==> src/rtl/lsu_if.sv <==
// rtl/lsu_if.sv - request/response bundle between the memory stage (master) and the lsu (slave)
interface lsu_if;
  logic        req_valid;
  logic        req_ready;
  logic        req_we;
  logic [2:0]  req_funct3;
  logic [31:0] req_addr;
  logic [31:0] req_wdata;
  logic        resp_valid;
  logic [31:0] resp_rdata;
  logic        resp_err;

  modport master (
    output req_valid, req_we, req_funct3, req_addr, req_wdata,
    input  req_ready, resp_valid, resp_rdata, resp_err
  );

  modport slave (
    input  req_valid, req_we, req_funct3, req_addr, req_wdata,
    output req_ready, resp_valid, resp_rdata, resp_err
  );
endinterface

==> src/rtl/lsu.sv <==
// rtl/lsu.sv - RV32I load/store unit with byte/halfword read-modify-write over a word-only DMEM
// Optional LSU_MISALIGN_TRAP_EN: misaligned legal accesses report resp_err instead of aligning down.
module lsu (
  input  logic        clk,
  input  logic        rst_n,
  lsu_if.slave        bus,
  output logic        dmem_we,
  output logic [31:0] dmem_addr,
  output logic [31:0] dmem_wdata,
  input  logic [31:0] dmem_rdata
);

  localparam logic [1:0] S_IDLE  = 2'd0;
  localparam logic [1:0] S_READ  = 2'd1;
  localparam logic [1:0] S_WRITE = 2'd2;
  localparam logic [1:0] S_RESP  = 2'd3;

  logic [1:0]  state;
  logic        we_q;
  logic [2:0]  f3_q;
  logic [31:0] addr_q;
  logic [31:0] wdata_q;
  logic [31:0] old_q;
  logic [31:0] rdata_q;
  logic        err_q;

  logic        legal;
  logic        req_err;
  logic [7:0]  lane_b;
  logic [15:0] lane_h;
  logic [31:0] load_val;
  logic [31:0] merged;

  always_comb begin
    legal = 1'b0;
    if (bus.req_we) begin
      legal = (bus.req_funct3 == 3'b000) || (bus.req_funct3 == 3'b001) ||
              (bus.req_funct3 == 3'b010);
    end else begin
      case (bus.req_funct3)
        3'b000, 3'b001, 3'b010, 3'b100, 3'b101: legal = 1'b1;
        default:                                legal = 1'b0;
      endcase
    end
  end

`ifdef LSU_MISALIGN_TRAP_EN
  logic misaligned;
  assign misaligned = ((bus.req_funct3[1:0] == 2'b01) && bus.req_addr[0]) ||
                      ((bus.req_funct3[1:0] == 2'b10) && (bus.req_addr[1:0] != 2'b00));
  assign req_err = !legal || misaligned;
`else
  assign req_err = !legal;
`endif

  // Lane select ignores the low address bits below the access size, which aligns down.
  always_comb begin
    case (addr_q[1:0])
      2'd0:    lane_b = dmem_rdata[7:0];
      2'd1:    lane_b = dmem_rdata[15:8];
      2'd2:    lane_b = dmem_rdata[23:16];
      default: lane_b = dmem_rdata[31:24];
    endcase
    lane_h = addr_q[1] ? dmem_rdata[31:16] : dmem_rdata[15:0];
    case (f3_q)
      3'b000:  load_val = {{24{lane_b[7]}}, lane_b};
      3'b001:  load_val = {{16{lane_h[15]}}, lane_h};
      3'b100:  load_val = {24'd0, lane_b};
      3'b101:  load_val = {16'd0, lane_h};
      default: load_val = dmem_rdata;
    endcase
  end

  always_comb begin
    merged = old_q;
    case (f3_q[1:0])
      2'b00: begin
        case (addr_q[1:0])
          2'd0:    merged[7:0]   = wdata_q[7:0];
          2'd1:    merged[15:8]  = wdata_q[7:0];
          2'd2:    merged[23:16] = wdata_q[7:0];
          default: merged[31:24] = wdata_q[7:0];
        endcase
      end
      2'b01: begin
        if (addr_q[1]) merged[31:16] = wdata_q[15:0];
        else           merged[15:0]  = wdata_q[15:0];
      end
      default: merged = wdata_q;
    endcase
  end

  always_ff @(posedge clk or negedge rst_n) begin
    if (!rst_n) begin
      state   <= S_IDLE;
      we_q    <= 1'b0;
      f3_q    <= 3'd0;
      addr_q  <= 32'd0;
      wdata_q <= 32'd0;
      old_q   <= 32'd0;
      rdata_q <= 32'd0;
      err_q   <= 1'b0;
    end else begin
      case (state)
        S_IDLE: begin
          if (bus.req_valid) begin
            we_q    <= bus.req_we;
            f3_q    <= bus.req_funct3;
            addr_q  <= bus.req_addr;
            wdata_q <= bus.req_wdata;
            old_q   <= 32'd0;
            rdata_q <= 32'd0;
            err_q   <= req_err;
            if (req_err)
              state <= S_RESP;
            else if (bus.req_we && (bus.req_funct3 == 3'b010))
              state <= S_WRITE;
            else
              state <= S_READ;
          end
        end
        S_READ: begin
          if (we_q) begin
            old_q <= dmem_rdata;
            state <= S_WRITE;
          end else begin
            rdata_q <= load_val;
            state   <= S_RESP;
          end
        end
        S_WRITE: state <= S_RESP;
        default: state <= S_IDLE;
      endcase
    end
  end

  assign bus.req_ready  = (state == S_IDLE);
  assign bus.resp_valid = (state == S_RESP);
  assign bus.resp_err   = (state == S_RESP) && err_q;
  assign bus.resp_rdata = (state == S_RESP) ? rdata_q : 32'd0;
  assign dmem_we        = (state == S_WRITE);
  assign dmem_wdata     = (state == S_WRITE) ? merged : 32'd0;
  assign dmem_addr      = (state == S_IDLE) ? 32'd0 : {addr_q[31:2], 2'b00};

endmodule

==> src/flat_wrapper.sv <==
// flat-port wrapper written by rule: the top's interface ports become plain ports
module lsu_flat 
  (clk, rst_n, dmem_we, dmem_addr, dmem_wdata, dmem_rdata, bus_req_valid, bus_req_we, bus_req_funct3, bus_req_addr, bus_req_wdata, bus_req_ready, bus_resp_valid, bus_resp_rdata, bus_resp_err);
  lsu_if bus_i ();
  input  logic clk;
  input  logic rst_n;
  output logic dmem_we;
  output logic [31:0] dmem_addr;
  output logic [31:0] dmem_wdata;
  input  logic [31:0] dmem_rdata;
  input wire logic [$bits(bus_i.req_valid)-1:0] bus_req_valid;
  input wire logic [$bits(bus_i.req_we)-1:0] bus_req_we;
  input wire logic [$bits(bus_i.req_funct3)-1:0] bus_req_funct3;
  input wire logic [$bits(bus_i.req_addr)-1:0] bus_req_addr;
  input wire logic [$bits(bus_i.req_wdata)-1:0] bus_req_wdata;
  output wire logic [$bits(bus_i.req_ready)-1:0] bus_req_ready;
  output wire logic [$bits(bus_i.resp_valid)-1:0] bus_resp_valid;
  output wire logic [$bits(bus_i.resp_rdata)-1:0] bus_resp_rdata;
  output wire logic [$bits(bus_i.resp_err)-1:0] bus_resp_err;
  assign bus_i.req_valid = bus_req_valid;
  assign bus_i.req_we = bus_req_we;
  assign bus_i.req_funct3 = bus_req_funct3;
  assign bus_i.req_addr = bus_req_addr;
  assign bus_i.req_wdata = bus_req_wdata;
  assign bus_req_ready = bus_i.req_ready;
  assign bus_resp_valid = bus_i.resp_valid;
  assign bus_resp_rdata = bus_i.resp_rdata;
  assign bus_resp_err = bus_i.resp_err;
  lsu u_core (.clk(clk), .rst_n(rst_n), .bus(bus_i), .dmem_we(dmem_we), .dmem_addr(dmem_addr), .dmem_wdata(dmem_wdata), .dmem_rdata(dmem_rdata));
endmodule
==> config.mk <==
export PLATFORM = sky130hd
export DESIGN_NAME = lsu_flat
export DESIGN_NICKNAME = d
export VERILOG_FILES = /design/src/rtl/lsu_if.sv /design/src/rtl/lsu.sv /design/src/flat_wrapper.sv
export SDC_FILE = /design/constraint.sdc
export NUM_CORES = 1
export LEC_CHECK = 0
export CORE_UTILIZATION = 45
export CTS_CLUSTER_DIAMETER = 80
export DETAILED_ROUTE_END_ITERATION = 12
export HOLD_SLACK_MARGIN = 0.12
export PLACE_DENSITY = 0.82
export SYNTH_ARGS = -nofsm -noshare
export SYNTH_HDL_FRONTEND = slang
export SYNTH_SLANG_ARGS = --single-unit
export TNS_END_PERCENT = 10
==> constraint.sdc <==
create_clock -name clk -period 5.8 [get_ports clk]
set_input_delay 0.87 -clock clk [delete_from_list [all_inputs] [get_ports clk]]
set_output_delay 0.87 -clock clk [all_outputs]
set_load 0.01 [all_outputs]
### After elaboration in Yosys (flattened, before gate mapping)

Cells that the tools add are included.

| storage, ports and cells | value |
|---|---|
| flip-flop bits (word level) | 135 |
| input bits | 103 |
| output and inout bits | 100 |
| word-level logic and storage cells | 65 |

| cells by class | value |
|---|---|
| equality and inequality tests | 16 |
| multiplexer cells | 25 |
| reduce and logical (&&, ||, !) cells | 16 |

Operators with widths:

| operator | number |
|---|---|
| 32-bit two-way mux | 6 |
| 32-bit one-hot mux with 2 select lines | 3 |
| 32-bit one-hot mux with 4 select lines | 1 |
| 16-bit two-way mux | 3 |
| 8-bit two-way mux | 4 |
| 8-bit one-hot mux with 3 select lines | 1 |
| 3-bit == test (second input constant) | 4 |
| 2-bit by 1-bit == test with 1-bit output (second input constant) | 3 |
| 2-bit == test (second input constant) | 3 |
| 3-bit by 1-bit == test with 1-bit output (second input constant) | 2 |
| 2-bit logical NOT | 3 |
| 3-bit logical NOT | 2 |
| 2-bit two-way mux | 3 |
| 2-bit one-hot mux with 3 select lines | 1 |
| 3-bit AND reduction | 2 |
| 5-bit OR reduction | 1 |
| 2-bit inequality test (second input constant) | 2 |
| 3-bit by 2-bit == test with 1-bit output (second input constant) | 1 |
| 1-bit two-way mux | 3 |
| 3-bit OR reduction | 1 |
| 1-bit logical AND | 2 |
| 1-bit logical OR | 2 |
| 2-bit by 1-bit inequality test with 1-bit output (second input constant) | 1 |
| 2-bit AND reduction | 1 |
| other kinds (2) | 2 |

### Longest topological paths before layout

| logic depth | value |
|---|---|
| word-level depth | 7 |
| depth in mapped cells | 9 |
| mapped depth without buffers | 6 |

### Least setup slack after synthesis

OpenSTA, ideal clock, no wires.

| timing path | value |
|---|---|
| path type | reg-to-output |
| start | register u_core.addr_q[1] |
| end | output dmem_wdata[4] |
| data arrival time | 1.501 ns |
| data required time | 4.930 ns |
| slack | 3.429 ns |
| cell stages (with the launch flop) | 7 |
| buffers on the path | 2 |
| cell sequence | dfrtp_1 > buf_4 > clkinv_1 > a21oi_2 > buf_4 > mux2i_1 > nor2b_1 |

| between the ends | value |
|---|---|
| cells in the longest elaborated chain, start to end | 4 |
| elaborated cells on any way between the ends | 5 |
| those cells by class | 4 x mux; 1 x reduce/logical |

RTL lines:

| what | line | source |
|---|---|---|
| start: declaration | lsu.sv:21 | `logic [31:0] addr_q;` |
| start signal: assignment | lsu.sv:109 | `addr_q <= bus.req_addr;` |
| 2-bit logical NOT | lsu.sv:78 | `case (addr_q[1:0])` |
| 8-bit two-way mux | lsu.sv:78 |  |
| 32-bit one-hot mux with 2 select lines (*) | lsu.sv:76 | `case (f3_q[1:0])` |
| 32-bit two-way mux (*) | lsu.sv:142 | `assign dmem_wdata = (state == S_WRITE) ? merged : 32'd0;` |
| end: declaration | flat_wrapper.sv:9 | `output logic [31:0] dmem_wdata;` |

Mark *: on every way between the ends. The rest lies on a longest branch, timed or not.

### Worst setup path in the final report

| timing path | value |
|---|---|
| start | register u_core.f3_q[0] |
| end | output dmem_wdata[5] |

| between the ends | value |
|---|---|
| cells in the longest elaborated chain, start to end | 3 |
| elaborated cells on any way between the ends | 4 |
| those cells by class | 1 x eq/ne; 2 x mux; 1 x reduce/logical |

RTL lines:

| what | line | source |
|---|---|---|
| start: declaration | lsu.sv:20 | `logic [2:0] f3_q;` |
| start signal: assignment | lsu.sv:108 | `f3_q <= bus.req_funct3;` |
| 2-bit by 1-bit == test with 1-bit output or 2-bit logical NOT (tied branches) | lsu.sv:76 |  |
| 32-bit one-hot mux with 2 select lines (*) | lsu.sv:76 |  |
| 32-bit two-way mux (*) | lsu.sv:142 |  |

Marked as above.

==> metrics.yaml <==
cp_max_fo: 23
rrSetupSlack_ns: 2.29
fmax_mhz: 245.5
place_ws_ns: 2.172
port_buffers: 200
syn_to_final_growth_pct: 39.17
ant_nets: 0
start_util_pct: 45.96
grt_pass1_vias: 6109
synth.avg_cell_area_um2: 9.910
grt_util_all_layers_pct: 26.53
worstPathRequired_ns: 4.93
path_cells: "nand2b_1, a21oi_2, mux2i_1, nor2b_1, clkdlybuf4s50_1"
grt_max_degree: 70
power_density_nw_per_um2: 565.2
cp_slowest_cell: "a21oi_2"
wl_per_cell_um: 18.85
n_antenna_cell: 0
num_vias: 6046
cp-start-kind: "register"
clk_pin_slew_ns: 0.06
p_leak_nw: 4.221
worstSetupPathType: "register to primary output"
rr_endpoint: "u_core.rdata_q[18]"
cts_tree: "yes"
crit_path_end_kind: "primary output"
setup_viol: 0
rr_startpoint: "u_core.state[1]"
drt_iter0_drc: 494
viasPerCell: 5.609
dieHeight_um: 126.6
place.gp.congestion: 0.8447
tightest_slew_ns: 1.198
yosys_warnings: 0
relSlewSlack_pct: 19.99
hold_violations: 0
synth-seq-area-share_pct: 48.35
yosys-top-cells-area: "dfrtp_1, mux2_2, nand2_1"
antenna_found_initial: 0
hp-class: "input pin to async pin"
dieArea_um2: 16030
final_util_pct: 63.96
clock_sinks: 135
cts-root-buf: "clkbuf_16"
num_io_pins: 203
grt_use_met2_pct: 42.38
cts_max_level: 4
ctsResizeCount: 0
max_stage_delay_ns: 0.77
netlist_instances: 705
cts_inserted_buffers: 17
drv_cap: 0
synth_cell_types: 46
drt_wl_total_um: 20320
met1_usage_pct: 32.96
vdd.ir_drop.worst_mv: 0.3554
drc_errors: 0
drive_gt1_share_pct: 14.94
fin_worst_skew_ns: 0.004610
grt_pass1_wl_um: 32320
multiInputGateArea_um2: 3334
tns_ns: 0
worst-endpoint-arrival_ns: 3.20
row_count: 45
clock_latency_ns: 0.42
regArea_um2: 3378
drt-pass1-iter-count: 6
fill_cells: 1231
synth_top_cell_by_area: "dfrtp_1"
die_x_um: 126.6
ys_ff_latch: 135
grt-ovfl-total: 0
core_um2: 15200
clock_path_buffers: 2
rsz0062_at_grt: "no"
period_share_pct: 70.22
fin_ws_ns: 1.727
reg2reg_depth: 6
nets: 984
grtUsageMet3_pct: 9.532
hold_buffers: 0
synth_area_um2: 6987
maxSlewViolCount: 0
cts_setup_buffers: 0
top_usage_layer: "met2"
synth_top_area_share_pct: 48.35
period_needed_ns: 4.073
hpwl_um: 14450
status: "finished, final reports clean"
==> synth_stat cells, drive strengths merged <==
library cell    n
dfrtp         135
nand2         107
mux2           76
nor2b          50
o21ai          49
and2           43
nand3          40
clkbuf         38
nor2           37
a21oi          18
buf            18
mux2i          12
a221oi          8
a22oi           8
a311oi          8
inv             8
o211a           8
o2bb2ai         8
o221ai          7
ha              4
nor3            3
nand2b          2
o21bai          2
o32ai           2
a21o            1
a22o            1
a31o            1
a31oi           1
a32o            1
clkinv          1
conb            1
mux4            1
nand3b          1
nor3b           1
o21a            1
o31a            1
o31ai           1
or2             1
==> sequential cells by signal (all words and copies together) (netlist names) <==
register and cells:
u_core.we_q 1, u_core.addr_q 32, u_core.f3_q 3, u_core.rdata_q 32, u_core.old_q 32, u_core.wdata_q 32
u_core.state 2, u_core.err_q 1
==> kinds of logic (layout without fill, tap and decap cells) <==
logic type	after synthesis	count (layout)	share of synthesized area, %
simple gates	285	285	19.70
flops	135	135	48.35
compound gates	126	126	12.84
mux	89	89	14.29
buf+inv	65	249	4.047
fa+ha+maj	4	4	0.7164
other cells	1	2	0.05367
==> area by class of cell <==
cell class,count,share of cell area [%]
flip-flops and latches,135,34.74
multi-input cells,506,34.29
repair buffers,208,21.22
clock buffers,20,4.697
well taps,188,2.419
clock inverters,12,2.278
inverters,9,0.3474
==> worst max-delay path by stage <==
stage | from | endpoint | slack, ns
global route | u_core.f3_q[0] | dmem_wdata[3] | 1.54
global placement | u_core.f3_q[0] | dmem_wdata[2] | 2.34
finish | u_core.f3_q[0] | dmem_wdata[5] | 1.73
CTS | u_core.f3_q[0] | dmem_wdata[5] | 1.70
detailed placement | u_core.f3_q[0] | dmem_wdata[5] | 2.17
floorplan | u_core.addr_q[1] | dmem_wdata[4] | 3.43
==> stage by stage <==
step / instances / power (mW) / hold slack (ns) / instance area, um^2
2_1_floorplan: 706 / 3.215 / 0.4385 / 6990
3_3_place_gp: 1046 / 4.187 / 0.4515 / 9045
3_5_place_dp: 1046 / 4.248 / 0.4551 / 9045
6_report: 1078 / 5.496 / 0.4397 / 9723
4_1_cts: 1078 / 5.522 / 0.4528 / 9723
5_1_grt: 1078 / 5.839 / 0.4819 / 9723
==> power by group <==
part           leakage (nW)  switching [mW]  internal (mW)  total (mW)
sequential             1.70           0.327           1.36        1.69
clock                 0.334           0.409          0.829        1.24
combinational          2.19            1.31           1.26        2.57
total                  4.22            2.05           3.44        5.50
==> critical path, delay by kind of cell, from the launching register on <==
kind	cells	cell delay (ns)
compound gates	1	0.77
flops	1	0.65
simple gates	2	0.64
buf+inv	1	0.55
mux	1	0.17
==> placed cells by master, fill, tap and decap left out, types with 3 or more instances in the layout <==
cell type and instances:
a21oi_1 17, a221oi_1 8, a22oi_1 8, a311oi_1 8, and2_1 43, buf_4 8
bufinv_16 6, clkbuf_16 17, clkdlybuf4s50_1 199, clkinv_2 3, dfrtp_1 135, ha_1 4
inv_1 8, mux2_2 76, mux2i_1 12, nand2_1 106, nand3_1 40, nor2_1 36
nor2b_1 50, nor3_1 3, o211a_1 8, o21ai_0 37, o21ai_2 10, o221ai_1 7
o2bb2ai_1 8
==> routing by layer <==
layer | up-vias | wire length, um
li1 | 2778 | -
met1 | 2896 | 8078
met2 | 334 | 9583
met3 | 38 | 2212
met4 | 0 | 447
met5 | - | 0
No activity file was read; power rests on OpenSTA's default activity.
